--- src/rtl/fetch_unit_if.sv ---
// Instruction-memory fetch bus: request/grant handshake plus in-order response channel.
interface fetch_unit_if;
    logic        imem_req_o;
    logic [31:0] imem_addr_o;
    logic        imem_gnt_i;
    logic        imem_rvalid_i;
    logic [31:0] imem_rdata_i;

    modport master (
        output imem_req_o,
        output imem_addr_o,
        input  imem_gnt_i,
        input  imem_rvalid_i,
        input  imem_rdata_i
    );

    modport slave (
        input  imem_req_o,
        input  imem_addr_o,
        output imem_gnt_i,
        output imem_rvalid_i,
        output imem_rdata_i
    );
endinterface

--- src/rtl/fetch_unit.sv ---
// Instruction fetch stage: PC generation, request/grant fetch with in-order
// responses, and a small instruction buffer presenting {instr, pc} to decode.
module fetch_unit #(
    parameter logic [31:0] RESET_PC   = 32'h0000_0000,
    parameter int unsigned FIFO_DEPTH = 2
) (
    input  logic         clk_i,
    input  logic         rst_i,
    fetch_unit_if.master imem,
    input  logic         redirect_i,
    input  logic [31:0]  redirect_pc_i,
    input  logic         stall_i,
    output logic         if_valid_o,
    output logic [31:0]  if_instr_o,
    output logic [31:0]  if_pc_o,
    output logic [31:0]  if_pc_plus4_o,
    output logic [6:0]   opcode_o
);
    localparam int unsigned AW         = $clog2(FIFO_DEPTH);
    localparam int unsigned CW         = AW + 1;
    localparam logic [CW:0] LIVE_LIMIT = (CW + 1)'(FIFO_DEPTH);
    localparam logic [31:0] NOP        = 32'h0000_0013;

    logic [31:0]   pc_q;
    logic [31:0]   resp_pc_q;
    logic [31:0]   target_pc;
    logic [CW-1:0] count_q;
    logic [CW-1:0] inflight_q;
    logic [CW-1:0] drop_cnt_q;
    logic [CW-1:0] inflight_nxt;
    logic [AW-1:0] rd_ptr_q;
    logic [AW-1:0] wr_ptr_q;
    logic [CW:0]   live;
    logic          grant;
    logic          push;
    logic          pop;

    logic [31:0] instr_mem [FIFO_DEPTH];
    logic [31:0] pc_mem    [FIFO_DEPTH];

    assign target_pc   = redirect_pc_i & 32'hFFFF_FFFC;
    assign if_valid_o  = (count_q != '0);
    assign imem.imem_addr_o = pc_q;

    always_comb begin
        // NOTE: every signal driven here is assigned unconditionally first, so no path can infer a latch.
        live             = {1'b0, count_q} + {1'b0, inflight_q} - {1'b0, drop_cnt_q};
        imem.imem_req_o  = !rst_i && (live < LIVE_LIMIT);
        grant            = imem.imem_req_o && imem.imem_gnt_i;
        inflight_nxt     = inflight_q + CW'(grant) - CW'(imem.imem_rvalid_i);
        push             = !rst_i && !redirect_i && imem.imem_rvalid_i && (drop_cnt_q == '0);
        pop              = !rst_i && !redirect_i && if_valid_o && !stall_i;
    end

    // Buffered and in-flight words are counted together, so a flush only has to
    // remember how many stale responses are still on their way back.
    always_ff @(posedge clk_i) begin
        // NOTE: sequential state uses non-blocking assignments so every register sees pre-edge values.
        if (rst_i) begin
            pc_q       <= RESET_PC;
            resp_pc_q  <= RESET_PC;
            count_q    <= '0;
            inflight_q <= '0;
            drop_cnt_q <= '0;
            rd_ptr_q   <= '0;
            wr_ptr_q   <= '0;
        end else begin
            inflight_q <= inflight_nxt;
            if (redirect_i) begin
                pc_q       <= target_pc;
                resp_pc_q  <= target_pc;
                count_q    <= '0;
                rd_ptr_q   <= '0;
                wr_ptr_q   <= '0;
                drop_cnt_q <= inflight_nxt;
            end else begin
                if (grant) pc_q <= pc_q + 32'd4;
                if (imem.imem_rvalid_i && (drop_cnt_q != '0)) drop_cnt_q <= drop_cnt_q - CW'(1);
                if (push) begin
                    wr_ptr_q  <= wr_ptr_q + AW'(1);
                    resp_pc_q <= resp_pc_q + 32'd4;
                end
                if (pop) rd_ptr_q <= rd_ptr_q + AW'(1);
                count_q <= count_q + CW'(push) - CW'(pop);
            end
        end
    end

    // NOTE: buffer storage is not reset; if_valid_o qualifies it and the output mux hides stale words.
    always_ff @(posedge clk_i) begin
        if (push) begin
            instr_mem[wr_ptr_q] <= imem.imem_rdata_i;
            pc_mem[wr_ptr_q]    <= resp_pc_q;
        end
    end

    assign if_instr_o    = if_valid_o ? instr_mem[rd_ptr_q] : NOP;
    assign if_pc_o       = if_valid_o ? pc_mem[rd_ptr_q]    : RESET_PC;
    assign if_pc_plus4_o = if_pc_o + 32'd4;
    assign opcode_o      = if_instr_o[6:0];
endmodule

--- src/flat_wrapper.sv ---
// flat-port wrapper written by rule: the top's interface ports become plain ports
module fetch_unit_flat 
#(
    parameter logic [31:0] RESET_PC   = 32'h0000_0000,
    parameter int unsigned FIFO_DEPTH = 2
)
  (clk_i, rst_i, redirect_i, redirect_pc_i, stall_i, if_valid_o, if_instr_o, if_pc_o, if_pc_plus4_o, opcode_o, imem_imem_req_o, imem_imem_addr_o, imem_imem_gnt_i, imem_imem_rvalid_i, imem_imem_rdata_i);
  fetch_unit_if imem_i ();
  input  logic clk_i;
  input  logic rst_i;
  input  logic redirect_i;
  input  logic [31:0] redirect_pc_i;
  input  logic stall_i;
  output logic if_valid_o;
  output logic [31:0] if_instr_o;
  output logic [31:0] if_pc_o;
  output logic [31:0] if_pc_plus4_o;
  output logic [6:0] opcode_o;
  output wire logic [$bits(imem_i.imem_req_o)-1:0] imem_imem_req_o;
  output wire logic [$bits(imem_i.imem_addr_o)-1:0] imem_imem_addr_o;
  input wire logic [$bits(imem_i.imem_gnt_i)-1:0] imem_imem_gnt_i;
  input wire logic [$bits(imem_i.imem_rvalid_i)-1:0] imem_imem_rvalid_i;
  input wire logic [$bits(imem_i.imem_rdata_i)-1:0] imem_imem_rdata_i;
  assign imem_imem_req_o = imem_i.imem_req_o;
  assign imem_imem_addr_o = imem_i.imem_addr_o;
  assign imem_i.imem_gnt_i = imem_imem_gnt_i;
  assign imem_i.imem_rvalid_i = imem_imem_rvalid_i;
  assign imem_i.imem_rdata_i = imem_imem_rdata_i;
  fetch_unit #(.RESET_PC(RESET_PC), .FIFO_DEPTH(FIFO_DEPTH)) u_core (.clk_i(clk_i), .rst_i(rst_i), .imem(imem_i), .redirect_i(redirect_i), .redirect_pc_i(redirect_pc_i), .stall_i(stall_i), .if_valid_o(if_valid_o), .if_instr_o(if_instr_o), .if_pc_o(if_pc_o), .if_pc_plus4_o(if_pc_plus4_o), .opcode_o(opcode_o));
endmodule
--- config.mk ---
export PLATFORM = sky130hd
export DESIGN_NAME = fetch_unit_flat
export DESIGN_NICKNAME = d
export VERILOG_FILES = /design/src/rtl/fetch_unit_if.sv /design/src/rtl/fetch_unit.sv /design/src/flat_wrapper.sv
export SDC_FILE = /design/constraint.sdc
export NUM_CORES = 1
export LEC_CHECK = 0
export ABC_AREA = 1
export CORE_MARGIN = 2
export CORE_UTILIZATION = 57
export CTS_BUF_LIST = sky130_fd_sc_hd__clkbuf_4 sky130_fd_sc_hd__clkbuf_8 sky130_fd_sc_hd__clkbuf_16
export CTS_CLUSTER_DIAMETER = 100
export DETAILED_ROUTE_END_ITERATION = 10
export HOLD_SLACK_MARGIN = 0.03
export PLACE_DENSITY = 0.95
export SYNTH_ARGS = -nofsm -noshare
export SYNTH_HDL_FRONTEND = slang
export SYNTH_SLANG_ARGS = --single-unit
export TNS_END_PERCENT = 100
--- constraint.sdc ---
create_clock -name clk_i -period 10.25 [get_ports clk_i]
set_clock_uncertainty 0.1 [all_clocks]
set_input_delay 2.05 -clock clk_i [delete_from_list [all_inputs] [get_ports clk_i]]
set_output_delay 2.05 -clock clk_i [all_outputs]
set_load 0.005 [all_outputs]
==> results.toml <==
[pwr]
power_switching_uw = 497
p_sw_share_pct = 27.8
comb_power_share_pct = 11.5
vdd_ir_drop_max_uv = 131
pwr-share-seq_pct = 49.7
power_mw = 1.79
clkPwrFrac_pct = 38.8
power.internal_mw = 1.29
power_density_nw_per_um2 = 136
p_leak_nw = 5.20

[placed_design]
numPortBuffers = 198
placedInstanceArea_um2 = 12500
placedCellCount = 1767
dp_hpwl_um = 20000
globalplace.congestion = 0.932

[setup_path]
crit_slowest_cell = "inv_2"
critPathLaunchType = "flop"
cp-end-kind = "primary output"
cp_max_fo = 66
reg2reg_slack_ps = 7150
rr_startpoint = "u_core.drop_cnt_q[1]$_SDFFE_PP0P_"
criticalPathCategory = "flop to primary output"
cp_slowest_stage_delay_ps = 830
timing.rr.end = "u_core.imem.imem_addr_o[18]$_SDFFE_PP0P_"
critical_path.cell_chain = "buf_4, inv_2, nor2_1, nor2_1, nand2_1, inv_1, ha_1, nand3_1, nor2_4, nand2_2, nor2_1, xor2_1, clkdlybuf4s50_1"
critical_path_arrival_ps = 4100
reg2reg_depth = 11
crit_required_ps = 8100
cpMostUsedCell = "nor2_1"

[drt]
ant_nets = 0
viasPerCell = 5.45
finalWirelength_um = 28400
drcViolationCount = 0
wl_per_cell_um = 15.8
first_pass_iters = 7
drt_iter0_drc = 779
vias = 9803

[cells_and_area]
fillers = 1291
area_growth_pct = 25.1
final_cells = 1800
register_area_um2 = 5110
drive_gt1_share_pct = 5.61
multi_input_area_um2 = 4480
final_net_count = 1638
final_cell_area_um2 = 13200

[logic_synthesis]
ys_seq_elements = 193
async_flop_share_pct = 0
yosysTopAreaCell = "edfxtp_1"
netlist_area_um2 = 10500
ys_warn_count = 0
yosys-top-cells-count = "nand2_1, inv_1, nor2_1"
synthCells = 1385
yosys.cell_types.count = 41
yosysSeqAreaShare_pct = 48.5
synth_ff_type = "edfxtp_1"
yosysMostFrequentCell = "nand2_1"
yosysTopAreaCellShare_pct = 35.3
synth.area.top_cells = "edfxtp_1, nand2_1, dfxtp_1"
synth_edf_count = 124
syn_area_per_cell_um2 = 7.61

[global_routing]
first_global_vias = 9324
grt_pass1_wl_um = 45300
antenna_found_initial = 1
gr-total-overflow = 0
grt_use_total_pct = 28.9
grt_max_degree = 67

[die]
start_util_pct = 58.4
pin_count = 207
die_area_um2 = 19600
die_w_um = 140
die_y_um = 140
fp-row-count = 49
core-area_um2 = 18000

[clock_tree]
clk_latency_ps = 440
clock_sink_count = 193
cts_resized = 0
path_clk_slew_ps = 80
cts_tree = "yes"
cts_buffers = 17
cts_setup_buffers = 0
cts_root_buffer = "clkbuf_16"
cts_buffer_depth = 2
htree_levels = 4
post_cts_hold_buffer_count = 0

[timing]
rsz0062_at_grt = "false"
fin_setup_tns_ps = 0
setup_viol = 0
slew_viol_final = 0
maxSlewHeadroom_pct = 32.7
fmax_mhz = 160
timing.hold.ws_ps = 419
tightest_slew_ps = 1010
period_minus_slack_ps = 6250
fin_crit_sh_pct = 61.0
hold_viol = 0

[run_status]
status = "finished, final reports clean"

[run]
max_cap_violations = 0

[hold_path]
hold_depth = 1
hp-class = "flop to flop"
hp-start = "u_core.rd_ptr_q$_SDFFE_PP0P_"
==> cell type report <==
class	count	share of cell area, %
Tap cell	229	2.17
Antenna cell	1	0.0190
Sequential cell	193	38.8
Inverter	170	4.84
Multi-Input combinational cell	971	34.0
Clock inverter	15	1.60
Clock buffer	17	3.23
Timing Repair Buffer	204	15.3
==> stage by stage <==
stage,utilization (%),setup slack (ps)
after floorplan,-,4550
after global placement,69.6,4600
after detailed placement,69.6,4580
after CTS,73.1,3990
after global routing,73.1,3690
final,73.1,4000
==> how the worst max path moves through the flow <==
| stage | startpoint | to | slack (ps) | cells after the start |
|---|---|---|---|---|
| after floorplan | rst_i | u_core.instr_mem[1][0]$_DFFE_PP_ | 4550 | 4 |
| after global placement | flop | if_pc_plus4_o[16] | 4600 | 13 |
| after detailed placement | flop | if_pc_plus4_o[16] | 4580 | 13 |
| after CTS | flop | if_pc_plus4_o[16] | 3990 | 13 |
| after global routing | flop | if_pc_plus4_o[20] | 3690 | 16 |
| final | flop | if_pc_plus4_o[16] | 4000 | 13 |
==> kinds of logic (layout without fill, tap and decap cells) <==
group                    after synthesis  count (layout)  share of synthesized area, %
AND/OR/NAND/NOR                      766             766                          30.4
buffers and inverters                226             406                          9.30
flip-flops                           193             193                          48.5
AO/OA/AOI/OAI                        158             158                          7.87
XOR/XNOR                              30              30                          2.49
adder cells (fa/ha/maj)               11              11                          1.45
other                                  1               7                        0.0356
==> power by group through the flow <==
stage / logic (mW) / clock network [mW] / registers (mW)
after floorplan: 0.116 / 0 / 0.897
after global placement: 0.193 / 0 / 0.902
after detailed placement: 0.201 / 0 / 0.905
after CTS: 0.205 / 0.697 / 0.888
after global routing: 0.228 / 0.730 / 0.893
final: 0.206 / 0.694 / 0.889
==> state kept, by name (all words and copies together), names as in the netlist, named ones only <==
register and count:
u_core.count_q 2, u_core.pc_mem 60, u_core.wr_ptr_q 1, u_core.drop_cnt_q 2
u_core.resp_pc_q 30, u_core.inflight_q 2, u_core.instr_mem 64, u_core.imem.imem_addr_o 30
u_core.rd_ptr_q 1
==> cell usage in the layout (no fill, tap or decap), drive strengths merged, types with 3 or more instances in the layout <==
master         Yosys  final
or2                3      3
buf               42      7
xnor2              3      3
nor3               5      5
dfxtp             69     69
clkbuf            14     17
a21oi             87     87
edfxtp           124    124
clkdlybuf4s50      0    197
clkinv             0      5
ha                 9      9
nand2            483    483
o21ai             54     54
nor2             161    161
conb               1      6
nand3            110    110
a31oi              8      8
xor2              27     27
inv              170    180
==> critical path, delay by kind of cell, from the launching register on <==
family	cells	cell delay [ps]
buffers and inverters	4	1850
flip-flops	1	320
adder cells (fa/ha/maj)	1	180
XOR/XNOR	1	210
AND/OR/NAND/NOR	7	1050
==> metal layers <==
metal	track usage [%]	share of wire (%)
met1	35.6	38
met2	50.1	49
met3	4.96	8.5
met4	13.0	3.7
met5	0	0
No activity file was read; power rests on OpenSTA's default activity.
